==> src/rtl/image_load_ctrl.sv <==
// image_load_ctrl
// ---------------------------------------------------------------------------
// Loads an image arriving from the UART receiver into the picture BRAM
// through write port A. The block waits for a start byte. It then packs each
// R, G, B byte triple into one 18-bit pixel, using the top 6 bits of each
// colour. Pixels are written at consecutive row-major addresses. A stalled
// upload is aborted by an inter-byte timeout, so a partial frame is never
// flagged as loaded.
//
// Ports
//   clk      in   1   base clock, also the BRAM port A clock
//   resetn   in   1   asynchronous active-low reset (release synchronised)
//   rx_byte  in   8   received UART byte, valid while rx_flag=1
//   rx_flag  in   1   one-cycle pulse, new rx_byte available
//   wr_en    out  1   BRAM write enable, one pulse per pixel
//   wr_addr  out  19  BRAM write address, 0 .. H_SIZE*V_SIZE-1
//   wr_data  out  18  pixel {R[7:2], G[7:2], B[7:2]}
//   busy     out  1   transfer in progress
//   loaded   out  1   complete frame stored
//   error    out  1   last transfer aborted by timeout (sticky)
// ---------------------------------------------------------------------------
module image_load_ctrl #(
    parameter int         H_SIZE         = 607,
    parameter int         V_SIZE         = 455,
    parameter logic [7:0] START_BYTE     = 8'hA5,
    parameter int         TIMEOUT_CYCLES = 1_000_000
) (
    input  logic        clk,
    input  logic        resetn,
    input  logic [7:0]  rx_byte,
    input  logic        rx_flag,
    output logic        wr_en,
    output logic [18:0] wr_addr,
    output logic [17:0] wr_data,
    output logic        busy,
    output logic        loaded,
    output logic        error
);

    localparam int                CNT_W        = $clog2(TIMEOUT_CYCLES);
    localparam logic [18:0]       LAST_ADDR    = 19'(H_SIZE * V_SIZE - 1);
    localparam logic [CNT_W-1:0]  TIMEOUT_LAST = CNT_W'(TIMEOUT_CYCLES - 1);

    typedef enum logic [1:0] {
        IDLE,
        RECV,
        WRITE,
        DONE
    } state_t;

    state_t           state;
    logic [1:0]       byte_idx;
    logic [CNT_W-1:0] idle_cnt;
    logic [CNT_W-1:0] idle_cnt_next;
    logic [1:0]       rst_sync;
    logic             rst_n_int;

    // Reset asserts immediately and releases only after two clock edges.
    // This keeps the release clean with respect to clk.
    always_ff @(posedge clk or negedge resetn) begin
        if (!resetn) begin
            rst_sync <= 2'b00;
        end else begin
            rst_sync <= {rst_sync[0], 1'b1};
        end
    end

    assign rst_n_int     = rst_sync[1];
    assign idle_cnt_next = idle_cnt + CNT_W'(1);

    // Whole sequencer in one block, so every output is a register.
    // wr_data doubles as the pixel assembly register. Each colour field is
    // filled as its byte arrives, and the full pixel is stable in the WRITE
    // cycle.
    always_ff @(posedge clk or negedge rst_n_int) begin
        if (!rst_n_int) begin
            state    <= IDLE;
            byte_idx <= 2'd0;
            idle_cnt <= '0;
            wr_en    <= 1'b0;
            wr_addr  <= '0;
            wr_data  <= '0;
            busy     <= 1'b0;
            loaded   <= 1'b0;
            error    <= 1'b0;
        end else begin
            wr_en <= 1'b0;
            case (state)
                IDLE, DONE: begin
                    if (rx_flag && rx_byte == START_BYTE) begin
                        state    <= RECV;
                        wr_addr  <= '0;
                        byte_idx <= 2'd0;
                        idle_cnt <= '0;
                        loaded   <= 1'b0;
                        error    <= 1'b0;
                        busy     <= 1'b1;
                    end
                end

                RECV: begin
                    if (rx_flag) begin
                        idle_cnt <= '0;
                        case (byte_idx)
                            2'd0: begin
                                wr_data[17:12] <= rx_byte[7:2];
                                byte_idx       <= 2'd1;
                            end
                            2'd1: begin
                                wr_data[11:6] <= rx_byte[7:2];
                                byte_idx      <= 2'd2;
                            end
                            default: begin
                                wr_data[5:0] <= rx_byte[7:2];
                                byte_idx     <= 2'd0;
                                wr_en        <= 1'b1;
                                state        <= WRITE;
                            end
                        endcase
                    // Abort on the edge where the counter would reach its
                    // limit. A byte arriving on that same edge takes the
                    // branch above, so the byte wins the race.
                    end else if (idle_cnt_next == TIMEOUT_LAST) begin
                        state    <= IDLE;
                        idle_cnt <= '0;
                        error    <= 1'b1;
                        loaded   <= 1'b0;
                        busy     <= 1'b0;
                    end else begin
                        idle_cnt <= idle_cnt_next;
                    end
                end

                WRITE: begin
                    idle_cnt <= '0;
                    if (wr_addr == LAST_ADDR) begin
                        state  <= DONE;
                        loaded <= 1'b1;
                        busy   <= 1'b0;
                    end else begin
                        wr_addr <= wr_addr + 19'd1;
                        state   <= RECV;
                        // A byte that arrives unexpectedly during the write
                        // is kept as the red byte of the next pixel.
                        if (rx_flag) begin
                            wr_data[17:12] <= rx_byte[7:2];
                            byte_idx       <= 2'd1;
                        end
                    end
                end

                default: begin
                    state <= IDLE;
                end
            endcase
        end
    end

endmodule

==> config.mk <==
export PLATFORM = sky130hd
export DESIGN_NAME = image_load_ctrl
export DESIGN_NICKNAME = d
export VERILOG_FILES = /design/src/rtl/image_load_ctrl.sv
export SDC_FILE = /design/constraint.sdc
export NUM_CORES = 1
export LEC_CHECK = 0
export BUFFER_PORTS_ARGS = -buffer_cell sky130_fd_sc_hd__buf_2
export CAP_MARGIN = 20
export CORE_ASPECT_RATIO = 1.75
export CORE_MARGIN = 10
export CORE_UTILIZATION = 62
export CTS_CLUSTER_DIAMETER = 150
export DETAILED_ROUTE_END_ITERATION = 7
export GPL_TIMING_DRIVEN = 0
export PLACE_DENSITY = 0.85
export RECOVER_POWER = 25
export REMOVE_ABC_BUFFERS = 1
export SLEW_MARGIN = 25
export SYNTH_ARGS = -nofsm -noshare
export SYNTH_HDL_FRONTEND = slang
export SYNTH_SLANG_ARGS = --single-unit
export TNS_END_PERCENT = 50
==> constraint.sdc <==
create_clock -name clk -period 5.7 [get_ports clk]
set_input_delay 1.14 -clock clk [delete_from_list [all_inputs] [get_ports clk]]
set_output_delay 1.14 -clock clk [all_outputs]
set_load 0.01 [all_outputs]
# ---- Word level (Yosys, flattened, before mapping)
# Cells that the tools add are included.
dict set report classes {
  add_sub_neg 2
  eq_ne 17
  n_mux 40
  bitwise_logic 1
  reduce_logical 16
}
# operator count
set op_table {}
lappend op_table {{20-bit two-way mux} 3}
lappend op_table {{20-bit one-hot mux with 3 select lines} 1}
lappend op_table {{19-bit two-way mux} 2}
lappend op_table {{19-bit one-hot mux with 2 select lines} 1}
lappend op_table {{6-bit two-way mux} 5}
lappend op_table {{20-bit by 1-bit adder with 20-bit output, second input constant} 1}
lappend op_table {{20-bit == test, second input constant} 1}
lappend op_table {{19-bit by 1-bit adder with 19-bit output, second input constant} 1}
lappend op_table {{19-bit == test, second input constant} 1}
lappend op_table {{18-bit two-way mux} 1}
lappend op_table {{2-bit two-way mux} 9}
lappend op_table {{2-bit != test, second input constant} 7}
lappend op_table {{2-bit one-hot mux with 3 select lines} 2}
lappend op_table {{6-bit one-hot mux with 2 select lines} 1}
lappend op_table {{3-bit AND reduction} 4}
lappend op_table {{4-bit AND reduction} 3}
lappend op_table {{1-bit two-way mux} 11}
lappend op_table {{8-bit == test, second input constant} 1}
lappend op_table {{3-bit != test, second input constant} 2}
lappend op_table {{1-bit one-hot mux with 3 select lines} 2}
lappend op_table {{2-bit nonzero test} 3}
lappend op_table {{5-bit AND reduction} 1}
lappend op_table {{2-bit by 1-bit == test with 1-bit output, second input constant} 2}
lappend op_table {{2-bit == test, second input constant} 2}
lappend op_table {{other kinds (7)} 9}
dict set report word_totals {
  reg_bits 67
  inputBits 11
  out_inout_bits 41
  elab_cells 88
}

# ---- Logic depth before layout (Yosys ltp)
dict set report depth {
  ltp_word 5
  ltp_mapped 10
  mapped_depth_nobuf 8
}

# ---- Worst setup path before layout
# OpenSTA, ideal clock, no wires.
dict set report synth_timing {
  kind {input to register}
  start {input rx_byte[4]}
  end {register wr_addr[11]}
  setup_time_ps 139
  t_arrival_ps 2853
  required_time_ps 5561
  slack_ps 2708
  stages 7
  n_path_buf 2
  cell_sequence {or2_1 -> o41ai_2 -> o311ai_1 -> buf_2 -> buf_2 -> nor2_1 -> nor2_1}
}
dict set report synth_via {
  elab_chain_len 4
}
# element line
set synth_lines {}
lappend synth_lines {{start: declaration} 30} ;# input logic [7:0] rx_byte,
lappend synth_lines {{8-bit == test} 90} ;# if (rx_flag && rx_byte == START_BYTE) begin
lappend synth_lines {{1-bit logical AND} 90}
lappend synth_lines {{2-bit != test (no source line)} n/a}
lappend synth_lines {{3-bit AND reduction (no source line)} n/a}
lappend synth_lines {{end signal: assignment} 141} ;# wr_addr <= wr_addr + 19'd1;
lappend synth_lines {{end: declaration} 33} ;# output logic [18:0] wr_addr,
# Every way passes these cells.
# A chain may end at the register's enable or synchronous reset.

# ---- Worst setup path after layout
dict set report layout_timing {
  start {input rx_byte[4]}
  end {register wr_addr[13]}
}
# The elaborated chain is that of the path after synthesis.

==> results.yml <==
clock_tree:
  cts.sinks: 67
  ctsResizeCount: 0
  root_buffer: "clkbuf_8"
  cts_tree: "built"
  cts_hold_buf: 0
  htree_levels: 3
  cts_setup_buffers: 0
  insertion_delay_ns: 0.36
  cts_buffers: 9
  clockBufferDepth: 2
  clk_pin_slew_ns: 0.07
global_routing:
  antenna_found_initial: 0
  grt_pass1_wl_microns: 14970
  grt.overflow.total: 0
  grt_pass1_vias: 3229
  grt_max_degree: 53
  grtUsageTotal_pct: 19.38
synthesis:
  seq_area_frac_synth_pct: 44.70
  synth_cells: 397
  synth.most_common_cell: "dfrtp_1"
  synth_cell_types: 60
  synth.top_cells.by_count: "dfrtp_1 (67), nand3_1 (31), nand2_1 (29), nor2_1 (27), o21ai_0 (21)"
  synth_area_sq_um: 3751
  ys_ff_latch: 67
  synth.avg_cell_area_sq_um: 9.449
  synthFlopType: "dfrtp_1"
  synth_area_leaders: "dfrtp_1 (45%), mux2_2 (4.5%), nand3_1 (4.1%)"
  synth_warnings: 0
  synth_edf_count: 0
  synth.top_cell.area_share_pct: 44.70
  synthArstFlopShare_pct: 100.0
  synth_area_leader_cell: "dfrtp_1"
setup_path:
  path_max_fanout: 20
  reg2reg_from: "rst_sync[1]"
  cp-end-kind: "register"
  critPathLaunchType: "input pin"
  path_cells: "buf_2 -> or2_1 -> o41ai_4 -> o311ai_4 -> nor4_2 -> nand3_1 -> xor2_1 -> nor2_1"
  worstPathArrival_ns: 3.87
  crit_path_top_delay_cell: "o41ai_4"
  cp_top_family: "compound AO/OA/AOI/OAI gates"
  worstPathRequired_ns: 5.92
  max_stage_delay_ns: 0.87
  critical_path_buf_inv_count: 1
  rrSetupSlack_ns: 2.50
  r2r_cells: 1
  critPathKind: "input pin to register"
  r2r_end: "idle_cnt[12]"
layout:
  drive_gt1_share_pct: 20.27
  num_antenna_cells: 0
  regArea_sq_um: 1677
  syn_to_final_growth_pct: 12.01
  multi_input_area_sq_um: 1942
  fillers: 471
  fin_nets: 458
sta:
  max_slew_margin_pct: -80.35
  min_period_ns: 3.655
  rsz0062_at_grt: "no"
  worst_pin_slew_ns: 2.705
  drv_slew: 53
  fmax_mhz: 273.6
  final.setup.tns_ns: 0
  finalHoldViolCount: 0
  fin_crit_sh_pct: 64.12
  skew_ns: 0.008815
  setup_viol: 0
detailed_routing:
  avgViaCountPerCell: 6.134
  ant_nets: 0
  totalWireLength_microns: 9108
  drc: 0
  post_drt_wl_per_cell_microns: 17.45
  drt_iter0_drc: 249
  drtPass1Iterations: 4
  vias: 3202
pwr:
  p_leak_nw: 1.940
  power_density_nw_per_um2: 382.3
  ir_worst_vdd_v: 0.0002190
  power_mw: 1.606
floorplanning:
  start_util_pct: 63.80
  core_area_sq_um: 5879
  die_h_microns: 122.9
  fp.dieW_microns: 78.80
  io_pins: 52
  die_area_sq_um: 9684
  row_count: 37
place:
  port-buffer-count: 51
  gp_congestion: 0.9109
  place_hpwl_microns: 6747
status:
  status: "finished, violations left"
  violations: "capacitance limit, slew limit"
worst_hold_path:
  hp-class: "register to async pin"
flow_run:
  drv_cap: 1
-- registers in the layout, indices dropped and copies added, names as in the netlist --
register  count
loaded        1
busy          1
error         1
rst_sync      2
wr_en         1
state         2
byte_idx      2
idle_cnt     20
wr_addr      19
wr_data      18
-- through the flow --
| stage | cell area (sq um) | worst slack [ns] | util [%] | cells | hold slack [ns] |
|---|---|---|---|---|---|
| after floorplan | 3654 | 1.967 | - | 376 | 0.3312 |
| after global placement | 4006 | 0.8688 | 68.14 | 505 | 0.3356 |
| after detailed placement | 4066 | 1.698 | 69.16 | 506 | 0.1874 |
| after CTS | 4230 | 2.055 | 71.95 | 522 | 0.1951 |
| after global routing | 4202 | 1.866 | 71.46 | 522 | 0.2813 |
| final | 4202 | 2.045 | 71.46 | 522 | 0.2452 |
-- cells by family (layout without fill, tap and decap cells) --
family / after synthesis / in the layout / synth area share, %
AOI/OAI and AO/OA: 82 / 82 / 14.84
xor gates and xnor gates: 14 / 14 / 3.269
adders and majority gates: 8 / 8 / 2.669
buffers and inverters: 38 / 85 / 4.303
DFF: 67 / 67 / 44.70
muxes: 19 / 19 / 5.570
other: 1 / 1 / 0.09997
and+or+nand+nor: 168 / 168 / 24.55
-- cell type report --
cell class                 instances  share of cell area [%]
clock buffer                      13                   3.544
tap                               78                   2.323
multi-input combinational        292                   46.22
timing repair buffer              52                   6.135
inverter                          17                   1.519
sequential                        67                   39.90
clock inverter                     3                  0.3574
-- power by group --
group	internal [mW]	switching, mW	total, mW
sequential	0.566	0.0616	0.627
clock	0.168	0.174	0.342
combinational	0.223	0.415	0.638
-- routing by layer --
metal	vias up	share of wire, %	global-route usage [%]	wire (microns)
li1	1528	-	-	-
met1	1557	37	18.96	3412
met2	89	55	35.07	4985
met3	28	4.7	5.378	428
met4	0	3.1	12.05	282
met5	-	0	0	0
-- placed cells by master (no fill, tap or decap), types with 9 or more instances in the layout --
master	netlist	layout
dfrtp_1	67	67
buf_2	6	50
nand3_1	31	31
nand2_1	29	29
nor2_1	27	27
o21ai_0	21	21
inv_1	17	17
mux2_2	15	15
a21oi_1	14	14
nor3_1	12	12
nand4_1	11	11
and3_1	11	11
o31ai_1	11	11
clkbuf_8	0	10
nor4_1	9	9
a22o_1	9	9
-- worst max path at each step --
stage | from | end | slack [ns] | cells after the start
final | rx_byte[4] | wr_addr[13] | 2.04 | 8
after global routing | rst_sync[1] | wr_data[0] | 1.87 | 1
after CTS | rx_byte[4] | wr_addr[13] | 2.06 | 8
after detailed placement | rx_byte[4] | wr_addr[13] | 1.70 | 8
after global placement | rx_byte[4] | wr_addr[17] | 0.87 | 8
after floorplan | rx_byte[4] | wr_addr[17] | 1.97 | 7
Note: power is estimated with default switching activity, not from simulation.
